<file path="src/rtl/shift_block.sv">
// Eight-stage serial delay line built from two cascaded SIPO registers.
// X holds the newest WIDTH samples of D; Y holds the WIDTH samples before those.
module shift_block #(
  parameter int unsigned WIDTH = 4
) (
  input  logic             Clk,
  input  logic             Rst,
  input  logic             D,
  output logic [WIDTH-1:0] X,
  output logic [WIDTH-1:0] Y
);

  logic [WIDTH-1:0] x_q, x_d;
  logic [WIDTH-1:0] y_q, y_d;

  // Right shift: new sample enters at the MSB; Y is fed from the bit leaving X.
  always_comb begin
    x_d = {D, x_q[WIDTH-1:1]};
    y_d = {x_q[0], y_q[WIDTH-1:1]};
  end

  always_ff @(posedge Clk) begin
    if (Rst) begin
      x_q <= '0;
      y_q <= '0;
    end else begin
      x_q <= x_d;
      y_q <= y_d;
    end
  end

  assign X = x_q;
  assign Y = y_q;

endmodule

</file>
<file path="config.mk">
export PLATFORM = sky130hd
export DESIGN_NAME = shift_block
export DESIGN_NICKNAME = d
export VERILOG_FILES = /design/src/rtl/shift_block.sv
export SDC_FILE = /design/constraint.sdc
export NUM_CORES = 1
export LEC_CHECK = 0
export ABC_AREA = 1
export BUFFER_PORTS_ARGS = -buffer_cell sky130_fd_sc_hd__buf_2
export CORE_AREA = 3 3 40 42
export CTS_BUF_LIST = sky130_fd_sc_hd__clkbuf_8
export CTS_CLUSTER_DIAMETER = 40
export CTS_CLUSTER_SIZE = 8
export DETAILED_ROUTE_END_ITERATION = 12
export DIE_AREA = 0 0 43 45
export GPL_ROUTABILITY_DRIVEN = 0
export PLACE_DENSITY = 0.45
export SLEW_MARGIN = 10
export SYNTH_ARGS = -nofsm -noshare
export SYNTH_HDL_FRONTEND = slang
export SYNTH_SLANG_ARGS = --single-unit
export TNS_END_PERCENT = 1
</file>
<file path="constraint.sdc">
create_clock -name Clk -period 0.8 [get_ports Clk]
set_clock_uncertainty 0.2 [all_clocks]
set_input_delay 0 -clock Clk [delete_from_list [all_inputs] [get_ports Clk]]
set_output_delay 0 -clock Clk [all_outputs]
set_load 0.01 [all_outputs]
</file>
Yosys cells after proc, flatten, opt, wreduce, memory -nomap -nowiden --
Cells that the tools add are included.
Operators by class: reduce and logical (&&, ||, !) cells 0, $add $sub $neg 0, shift operators 0, mux-type cells 0, equality and inequality tests 0, div/mod/pow operators 0, $lt $le $gt $ge 0, multipliers 0, bitwise gates (word level) 0
Storage, ports and cells: bits in read-only memories 0, register bits 8, memories 0, bits in latches 0, logic and storage cells 2, memory bits (writable) 0, output and inout port bits 8, input port bits 3

Depth between registers and ports, before layout --
Gate-level depths: netlist (run 1).
depth in word-level cells 0, depth in mapped cells 2, mapped depth without buffers 2

Least setup slack after synthesis (run 1) --
Ideal clock, no wire load.
path type reg-to-reg, start point register x_q[1], in the netlist X[1], end point register x_q[0], in the netlist X[0], library setup time 0.064 ns, required time 0.536 ns, data arrival time 0.459 ns, clock period less this slack 0.723 ns, stages on the path, launching flop included 3, setup slack 0.077 ns, buffers on the path 0, cells stage by stage dfxtp_1 inv_1 nor2_1
RTL lines:
- start: declaration | line 13 | logic [WIDTH-1:0] x_q, x_d;
- start signal: assignment | line 24 | x_q <= '0;
- start signal: assignment | line 27 | x_q <= x_d;
No word-level cell between the ends.

Worst setup path after layout (run 1) --
start point register x_q[2], in the netlist X[2], end point output X[2]
RTL lines:
- end: declaration | line 9 | output logic [WIDTH-1:0] X,
No word-level cell between the ends.

==> results of run 1 <==
==> final cells by class <==
class                      count  area, sq um
fill                         138        894.6
inverter                       8        30.03
clock buffer                   3        41.29
multi-input combinational      8        30.03
sequential                     8        168.9
tap                           15        18.77
timing repair buffer          11        101.3
==> report_power, final <==
group / switching, mW / internal [mW]
clock: 0.147 / 0.325
combinational: 0.0172 / 0.0205
sequential: 0.00563 / 0.410
==> Yosys cell counts, drive strengths merged <==
| cell | instances |
|---|---|
| inv | 8 |
| nor2 | 8 |
| buf | 1 |
| dfxtp | 8 |
==> worst max path at each step <==
stage / slack, ps / endpoint / depth (start not counted) / start
6_report: -60 / X[2] / 1 / X[2]
5_1_grt: -90 / X[2] / 1 / X[2]
4_1_cts: -60 / X[0] / 1 / X[0]
3_5_place_dp: 100 / Y[3] / 2 / X[0]
3_3_place_gp: 110 / X[1] / 2 / X[2]
2_1_floorplan: 80 / X[0] / 2 / X[1]
==> kinds of logic after synthesis <==
family,after synthesis
buf+inv,9
flops,8
simple gates,8
==> repair_timing <==
item | CTS | global route
hold endpoints to repair | 8 | 8
resized for setup | 14 | 1
buffers inserted | 0 | 1
setup endpoints to repair | 8 | 8
==> registers in the layout, summed over array words and instances, names as in the netlist <==
signal  count
X           4
Y           4
==> layer usage <==
| metal | track usage (%) | vias up |
|---|---|---|
| met5 | 0 | - |
| met4 | 1.807 | 0 |
| met3 | 7.570 | 0 |
| met2 | 9.281 | 14 |
| met1 | 6.553 | 77 |
| li1 | - | 92 |
==> metrics by stage <==
| step | hold WS (ps) | worst slack [ps] | TNS [ps] | std cells |
|---|---|---|---|---|
| final | -226.9 | -58.98 | -431.8 | 53 |
| after global routing | -215.7 | -90.65 | -666.3 | 53 |
| after CTS | -230.1 | -61.86 | -455.9 | 52 |
| after detailed placement | 6.305 | 104.6 | 0 | 49 |
| after global placement | 2.090 | 106.3 | 0 | 49 |
| after floorplan | -93.03 | 77.44 | 0 | 25 |
==> summary.md, run 1 <==
| Metric | Value |
|---|---|
| Pin count of the biggest net entering global routing | 9 |
| Post-synth top area cell | dfxtp_1 |
| Post-Route Utilization | 30.38% |
| Violated checks | negative hold slack, negative setup slack |
| Type of origin of the critical path | flop |
| Slew Limit Fails | 0 |
| IO buf count | 10 |
| Die width | 43 microns |
| Slew margin rel. | 90.31% |
| DR WL met3 | 77 microns |
| Lkg Pwr | 0.1814 nW |
| # IOs | 11 |
| Antenna cells | 0 |
| Initial Util | 18.01% |
| Root buf cell | clkbuf_8 |
| Register bit total from synthesis | 8 |
| Compound-Gate Fraction of Synth Area | 0% |
| Final Hold Fails | 8 |
| VDD IR max | 0.9192 mV |
| Worst r2r src | Y[2] |
| Unrepaired setup endpoints after global routing | yes |
| Final worst setup slack | -58.98 ps |
| Post-synthesis cell type count | 4 |
| TritonCTS clock tree | yes |
| R2R setup slack | -20 ps |
| Nets | 43 |
| Final setup vio count | 9 |
| DRC errors left | 0 |
| Worst hold path class | in2reg |
| Critical path's slowest cell | dfxtp_2 |
| Fmax | 1164 MHz |
| Dpl hpwl | 283.3 microns |
| Post-DR wirelength/cell | 8.906 microns |
| Full die area | 1935 sq um |
| Most frequent cells in the layout | nor2_1, dfxtp_2, inv_1, buf_6 |
| Global-route wire length before repair | 834 microns |
| DRT Pass-1 Iters | 2 |
| Via/cell ratio | 3.453 |
| Routed Antenna Nets | 0 |
| Area Overhead vs Synth | 68.65% |
| Clock-pin slew on the worst setup and hold paths | 40 ps |
| Clk sinks | 8 |
| Layout Cell Area excl Fill | 390.4 sq um |
| Worst R2R End | Y[1] |
| Overall power | 0.9250 mW |
| Synth Instances | 25 |
| Total GRT Usage | 6.678% |
| Status | finished, violations left |
| Simple-gate share of the synthesized area | 12.97% |
| Antenna violations before repair | 0 |
| Total Wirelength | 472 microns |
| Worst-path maximum fanout | 2 |
| Worst-Margin Slew | 145.3 ps |
| Die H | 45 microns |
| Clock Latency Late Sink | 230 ps |
| Core area | 1285 sq um |
| Crit-path max cell delay | 320 ps |
| R2r worst-path depth | 3 |
| Hold Path Origin | D |
| Sequential area share after synthesis | 69.19% |
| Total of max-cap violations | 0 |
| Met1 WL | 192 microns |
| Final hold slack | -226.9 ps |
| Largest cells by area after synthesis | dfxtp_1, inv_1, nor2_1 |
| Commonest non-fill, non-tap cell in the layout | nor2_1 |
| Crit path capture type | primary output |
| H-tree depth | 1 |
| Yosys top cell area share | 69.19% |
| Synth Cell Area | 231.5 sq um |
| Share of cells above drive strength 1 | 57.89% |
| Syn. warnings | 0 |
| Delay-heaviest family, CP | flip-flops |
| Hold EP | X[3] |
| Ratio of final minimum period to clock period | 107.4% |
| Min Clock Period, post-route | 859.0 ps |
| Crit path kind | reg2out |
| Cell Chain, Critical Path | buf_6 |
| Core Rows | 13 |
| Largest family of logic cells by synthesized area | buffers and inverters |
| Crit path buf inv count | 1 |
| Post-Synth XOR/XNOR Area | 0% |
| Via count of the first global-routing pass | 186 |
| Arr. time, crit path | 660 ps |
| CTS buffer count | 3 |
| Highest routed metal layer | met3 |
| DP Area | 289.0 sq um |
| Initial DRC count | 2 |
| Max Buffers Root-to-Sink | 2 |
| Metal2 WL | 203 microns |
| PwrDens | 2369 nW/um^2 |
| Total global routing overflow | 0 |
| Post-Synth Adder-Cell Area | 0% |
| WP data required | 600 ps |
| Multiplexer area fraction after synthesis | 0% |
| Hold Crit Depth | 3 |
| Avg Synthesized Cell Area | 9.259 sq um |
| Vias | 183 |
| Syn nets | 28 |
(Power assumes the default switching activity.)
==> inputs of run 2 (changes only) <==
- GPL_TIMING_DRIVEN: default -> 0
==> run 2 against run 1 <==
The flow still finishes with violations (negative hold slack, negative setup slack). Critical endpoint unchanged. Sequential share of layout area fell by 0.95 points. Largest power group unchanged. Core utilization rose by 0.68 points. Sequential cell count unchanged. First-iteration DRC count fell by 50%. Sequential power is essentially flat. Register-to-register slack better by 110 ps. Final cell count stayed put. Wire length up 1.5%. Clock power increased by 3%.
==> summary.md, run 2 (synthesized netlist as in run 1, its figures left out) <==
| Metric | Value |
|---|---|
| WP data required | 600 ps (about the same) |
| Status | finished, violations left (unchanged) |
| R2r worst-path depth | 2 (was 3) |
| Most frequent cells in the layout | buf_6, inv_1, nor2_1 (was nor2_1, dfxtp_2, inv_1, buf_6) |
| Die width | 43 microns (unchanged) |
| Min Clock Period, post-route | 863.7 ps (was 859.0 ps) |
| Crit path buf inv count | 1 (unchanged) |
| Sw power | 0.1841 mW (was 0.1693 mW) |
| Via/cell ratio | 3.547 (was 3.453) |
| DRT Pass-1 Iters | 2 (unchanged) |
| Via count of the first global-routing pass | 178 (was 186) |
| CTS buffer count | 3 (unchanged) |
| Final setup vio count | 8 (was 9) |
| Total of max-cap violations | 0 (unchanged) |
| Total GRT Usage | 6.182% (was 6.678%) |
| Highest routed metal layer | met3 (unchanged) |
| Arr. time, crit path | 660 ps (about the same) |
| Crit path kind | reg2out (unchanged) |
| Total global routing overflow | 0 (unchanged) |
| Full die area | 1935 sq um (unchanged) |
| Worst r2r src | Y[2] (unchanged) |
| DR WL met3 | 88 microns (was 77 microns) |
| Crit path capture type | primary output (unchanged) |
| Final worst setup slack | -63.68 ps (was -58.98 ps) |
| Clock share of power | 51.4% (was 51.0%) |
| Die H | 45 microns (unchanged) |
| H-tree depth | 1 (unchanged) |
| Fmax | 1158 MHz (was 1164 MHz) |
| Violated checks | negative hold slack, negative setup slack (unchanged) |
| Core area | 1285 sq um (unchanged) |
| VDD IR max | 1.129 mV (was 0.9192 mV) |
| Final Hold Fails | 7 (was 8) |
| Delay-heaviest family, CP | flip-flops (unchanged) |
| # IOs | 11 (unchanged) |
| Hold Path Origin | Rst (was D) |
| Logic pwr share | 4.7% (was 4.1%) |
| Max Buffers Root-to-Sink | 2 (unchanged) |
| Post-Route Utilization | 31.06% (was 30.38%) |
| TritonCTS clock tree | yes (unchanged) |
| DRC errors left | 0 (unchanged) |
| Slew Limit Fails | 0 (unchanged) |
| Initial Util | 18.01% (unchanged) |
| Slew margin rel. | 95.19% (was 90.31%) |
| PwrDens | 2372 nW/um^2 (was 2369 nW/um^2) |
| Clock Latency Late Sink | 230 ps (about the same) |
| Share of cells above drive strength 1 | 52.63% (was 57.89%) |
| Worst hold path class | in2reg (unchanged) |
| Lkg Pwr | 0.1833 nW (was 0.1814 nW) |
| Overall power | 0.9468 mW (was 0.9250 mW) |
| Metal2 WL | 180 microns (was 203 microns) |
| Filler instances | 137 (was 138) |
| Area Overhead vs Synth | 72.43% (was 68.65%) |
| CTS Hold Bufs | 1 |
| Critical path's slowest cell | dfxtp_2 (unchanged) |
| Routed Antenna Nets | 0 (unchanged) |
| Ratio of final minimum period to clock period | 108.0% (was 107.4%) |
| Met1 WL | 210 microns (was 192 microns) |
| Root buf cell | clkbuf_8 (unchanged) |
| Total Wirelength | 479 microns (was 472 microns) |
| Initial DRC count | 1 (was 2) |
| Internal power | 0.7626 mW (was 0.7557 mW) |
| Clock-pin slew on the worst setup and hold paths | 40 ps (about the same) |
| Core Rows | 13 (unchanged) |
| Antenna violations before repair | 0 (unchanged) |
| Hold Crit Depth | 2 (was 3) |
| Final hold slack | -243.5 ps (was -226.9 ps) |
| Clk sinks | 8 (unchanged) |
| Cell Chain, Critical Path | buf_6 (unchanged) |
| WP depth | 1 (unchanged) |
| Nets | 43 (unchanged) |
| Global-route wire length before repair | 765 microns (was 834 microns) |
| Crit-path max cell delay | 320 ps (about the same) |
| Crit path from | X[2] (unchanged) |
| Unrepaired setup endpoints after global routing | yes (unchanged) |
| Pin count of the biggest net entering global routing | 9 (unchanged) |
| Antenna cells | 0 (unchanged) |
| Post-DR wirelength/cell | 9.038 microns (was 8.906 microns) |
| Type of origin of the critical path | flop (unchanged) |
| Vias | 188 (was 183) |
| Seq pwr share | 43.9% (was 45.0%) |
| Worst-Margin Slew | 71.87 ps (was 145.3 ps) |
| Worst-path maximum fanout | 2 (unchanged) |
| Switch share | 19.45% (was 18.31%) |
| IO buf count | 9 (was 10) |
==> run 2: repair_timing <==
item                                   in CTS  in global routing
endpoints found under the hold margin       8                  7
gates resized for setup                    14                  0
buffers inserted                            0                  0
setup endpoints to repair                   8                  9
==> run 2: layout make-up <==
cell class | count | area, sq um | area share (%)
Sequential cell | 8 | 168.9 | 42.32
Buffer | 1 | 11.26 | 2.821
Timing Repair Buffer | 10 | 98.84 | 24.76
Multi-Input combinational cell | 8 | 30.03 | 7.524
Inverter | 8 | 30.03 | 7.524
Clock buffer | 3 | 41.29 | 10.34
Tap cell | 15 | 18.77 | 4.702
==> run 2: routing by layer <==
layer | track usage (%) | vias up
met5 | 0 | -
met4 | 1.807 | 0
met3 | 7.968 | 0
met2 | 7.784 | 14
met1 | 6.083 | 82
li1 | - | 92
==> run 2: final timing paths <==
kind                             end  slack (ps)
worst max-delay path            X[2]         -60
worst min-delay path            X[2]        -240
worst max register to register  Y[1]          90
worst min register to register  X[2]         220
==> run 2: power by group through the flow <==
stage | sequential [mW] | clock [mW] | combinational, mW
floorplan | 0.423 | 0 | 0.0149
global placement | 0.419 | 0 | 0.0316
detailed placement | 0.419 | 0 | 0.0322
CTS | 0.415 | 0.514 | 0.0443
global route | 0.416 | 0.539 | 0.0493
finish | 0.416 | 0.487 | 0.0443
==> run 2: stage by stage <==
stage	hold slack [ps]	cells	setup slack (ps)	instance area, sq um	setup TNS [ps]
floorplan	-93.03	25	77.44	231.5	0
global placement	-2.231	49	113.7	295.3	0
detailed placement	2.447	49	107.0	295.3	0
CTS	-251.1	53	-71.84	399.1	-510.1
global route	-242.7	53	-92.05	399.1	-671.8
finish	-243.5	53	-63.68	399.1	-428.3
==> inputs of run 3 (changes only) <==
==> constraint.sdc (replaced) <==
create_clock -name Clk -period 0.8 [get_ports Clk]
set_clock_uncertainty 0.2 [all_clocks]
set_input_delay 0.16 -clock Clk [delete_from_list [all_inputs] [get_ports Clk]]
set_output_delay 0.16 -clock Clk [all_outputs]
set_load 0.01 [all_outputs]
==> run 3 against run 2 <==
Final cell count shrank 1.9%. Largest power group unchanged. Die area is the same. Clock-buffer cell count is the same. The flow still finishes with violations (negative hold slack, negative setup slack). Global-route usage shrank 0.50 points. Sequential power is essentially flat. Via count shrank 4.3%. Sequential cell count is the same. Total power shrank 0.40%. Setup slack lost 160 ps. Final area shrank 2.5%.
==> summary.md, run 3 (synthesized netlist as in run 1, its figures left out) <==
| Metric | Value |
|---|---|
| Arr. time, crit path | 660 ps (about the same) |
| Die H | 45 microns (unchanged) |
| Most frequent cells in the layout | buf_6, inv_1, nor2_1 (unchanged) |
| Via/cell ratio | 3.462 (was 3.547) |
| Total global routing overflow | 0 (unchanged) |
| Final Hold Fails | 8 (was 7) |
| Post-Route Utilization | 30.28% (was 31.06%) |
| Worst-path maximum fanout | 2 (unchanged) |
| H-tree depth | 1 (unchanged) |
| DRC errors left | 0 (unchanged) |
| TritonCTS clock tree | yes (unchanged) |
| Cell Chain, Critical Path | buf_6 (unchanged) |
| CTS buffer count | 3 (unchanged) |
| Critical path's slowest cell | dfxtp_2 (unchanged) |
| Pre-CTS WS | -7.276 ps (was 107.0 ps) |
| Full die area | 1935 sq um (unchanged) |
| Worst hold path class | in2reg (unchanged) |
| Via count of the first global-routing pass | 161 (was 178) |
| Initial Util | 18.01% (unchanged) |
| Crit-path max cell delay | 320 ps (about the same) |
| Final setup vio count | 8 (unchanged) |
| Total Wirelength | 443 microns (was 479 microns) |
| Crit path buf inv count | 1 (unchanged) |
| Slew margin rel. | 95.18% (was 95.19%) |
| Ratio of final minimum period to clock period | 127.8% (was 108.0%) |
| Crit path kind | reg2out (unchanged) |
| Antenna cells | 0 (unchanged) |
| Slew Limit Fails | 0 (unchanged) |
| # IOs | 11 (unchanged) |
| Share of cells above drive strength 1 | 54.05% (was 52.63%) |
| Die width | 43 microns (unchanged) |
| Status | finished, violations left (unchanged) |
| WP data required | 440 ps (was 600 ps) |
| Unrepaired setup endpoints after global routing | yes (unchanged) |
| Setup TNS | -1707 ps (was -428.3 ps) |
| Pin count of the biggest net entering global routing | 9 (unchanged) |
| Root buf cell | clkbuf_8 (unchanged) |
| Crit path capture type | primary output (unchanged) |
| Nets | 42 (was 43) |
| Worst-Margin Slew | 71.97 ps (was 71.87 ps) |
| Max Buffers Root-to-Sink | 2 (unchanged) |
| Total GRT Usage | 5.681% (was 6.182%) |
| Overall power | 0.9430 mW (was 0.9468 mW) |
| VDD IR max | 1.122 mV (was 1.129 mV) |
| Clock Latency Late Sink | 230 ps (about the same) |
| IO buf count | 9 (unchanged) |
| Total of max-cap violations | 0 (unchanged) |
| Global-route wire length before repair | 690 microns (was 765 microns) |
| Post-CTS setup buffer count | 0 (unchanged) |
| Final worst setup slack | -222.1 ps (was -63.68 ps) |
| Area occupied by multi-input gates | 30.03 sq um (unchanged) |
| Final hold slack | -85.25 ps (was -243.5 ps) |
| Fmax | 978.4 MHz (was 1158 MHz) |
| Post-DR wirelength/cell | 8.519 microns (was 9.038 microns) |
| Core Rows | 13 (unchanged) |
| Clk sinks | 8 (unchanged) |
| Lkg Pwr | 0.1777 nW (was 0.1833 nW) |
| Vias | 180 (was 188) |
| Antenna violations before repair | 0 (unchanged) |
| Initial DRC count | 1 (unchanged) |
| DRT Pass-1 Iters | 2 (unchanged) |
| Core area | 1285 sq um (unchanged) |
| Min Clock Period, post-route | 1022 ps (was 863.7 ps) |
| Filler instances | 135 (was 137) |
| Area Overhead vs Synth | 68.11% (was 72.43%) |
| Clock-pin slew on the worst setup and hold paths | 40 ps (about the same) |
| Register area | 168.9 sq um (unchanged) |
| Delay-heaviest family, CP | flip-flops (unchanged) |
| Routed Antenna Nets | 0 (unchanged) |
| PwrDens | 2423 nW/um^2 (was 2372 nW/um^2) |
| Type of origin of the critical path | flop (unchanged) |
| Violated checks | negative hold slack, negative setup slack (unchanged) |
run 3: cell count changes in the layout (fill, tap and decap cells not counted), sizes merged:
cell         delta
dlygate4sd3     -1
run 3: cell type report:
class	count	share of cell area, %
sequential	8	43.41
timing repair buffer	9	22.83
clock buffer	3	10.61
multi-input combinational	8	7.717
inverter	8	7.717
tap	15	4.823
buffer	1	2.894
run 3: metrics by stage:
step	cell area (sq um)	std cells
2_1_floorplan	231.5	25
3_3_place_gp	295.3	49
3_5_place_dp	295.3	49
4_1_cts	389.1	52
5_1_grt	389.1	52
6_report	389.1	52
run 3: final timing paths:
kind	cells past startpoint	slack, ps	to	from
worst min register to register	2	220	X[2]	X[3]
worst max-delay path	1	-220	X[2]	X[2]
worst min-delay path	2	-90	X[2]	Rst
worst max register to register	2	90	Y[1]	Y[2]
run 3: timing repair:
item | CTS | global route
endpoints found under the hold margin | 8 | 8
setup endpoints to repair | 8 | 8
pin swaps | 0 | 0
gates resized for setup | 14 | 0
run 3: report_power, final:
part	leakage, nW	total (mW)	switching, mW	internal (mW)
Sequential	0.0681	0.416	0.00556	0.410
Clock	0.0216	0.487	0.161	0.326
Combinational	0.0880	0.0400	0.0167	0.0233
Total	0.178	0.943	0.183	0.759
run 3: layer usage:
layer	share of wire, %	routed length (microns)	vias to the layer above	GRT usage (%)
met5	0	0	-	0
met4	0	0	0	1.807
met3	18	80	0	7.570
met2	33	148	14	6.287
met1	48	214	76	6.083
li1	-	-	90	-
run 3: worst register-to-register path, cell delays in order, from the launching register on:
cell and delay (ps):
dfxtp_2 320, inv_1 50, nor2_1 30
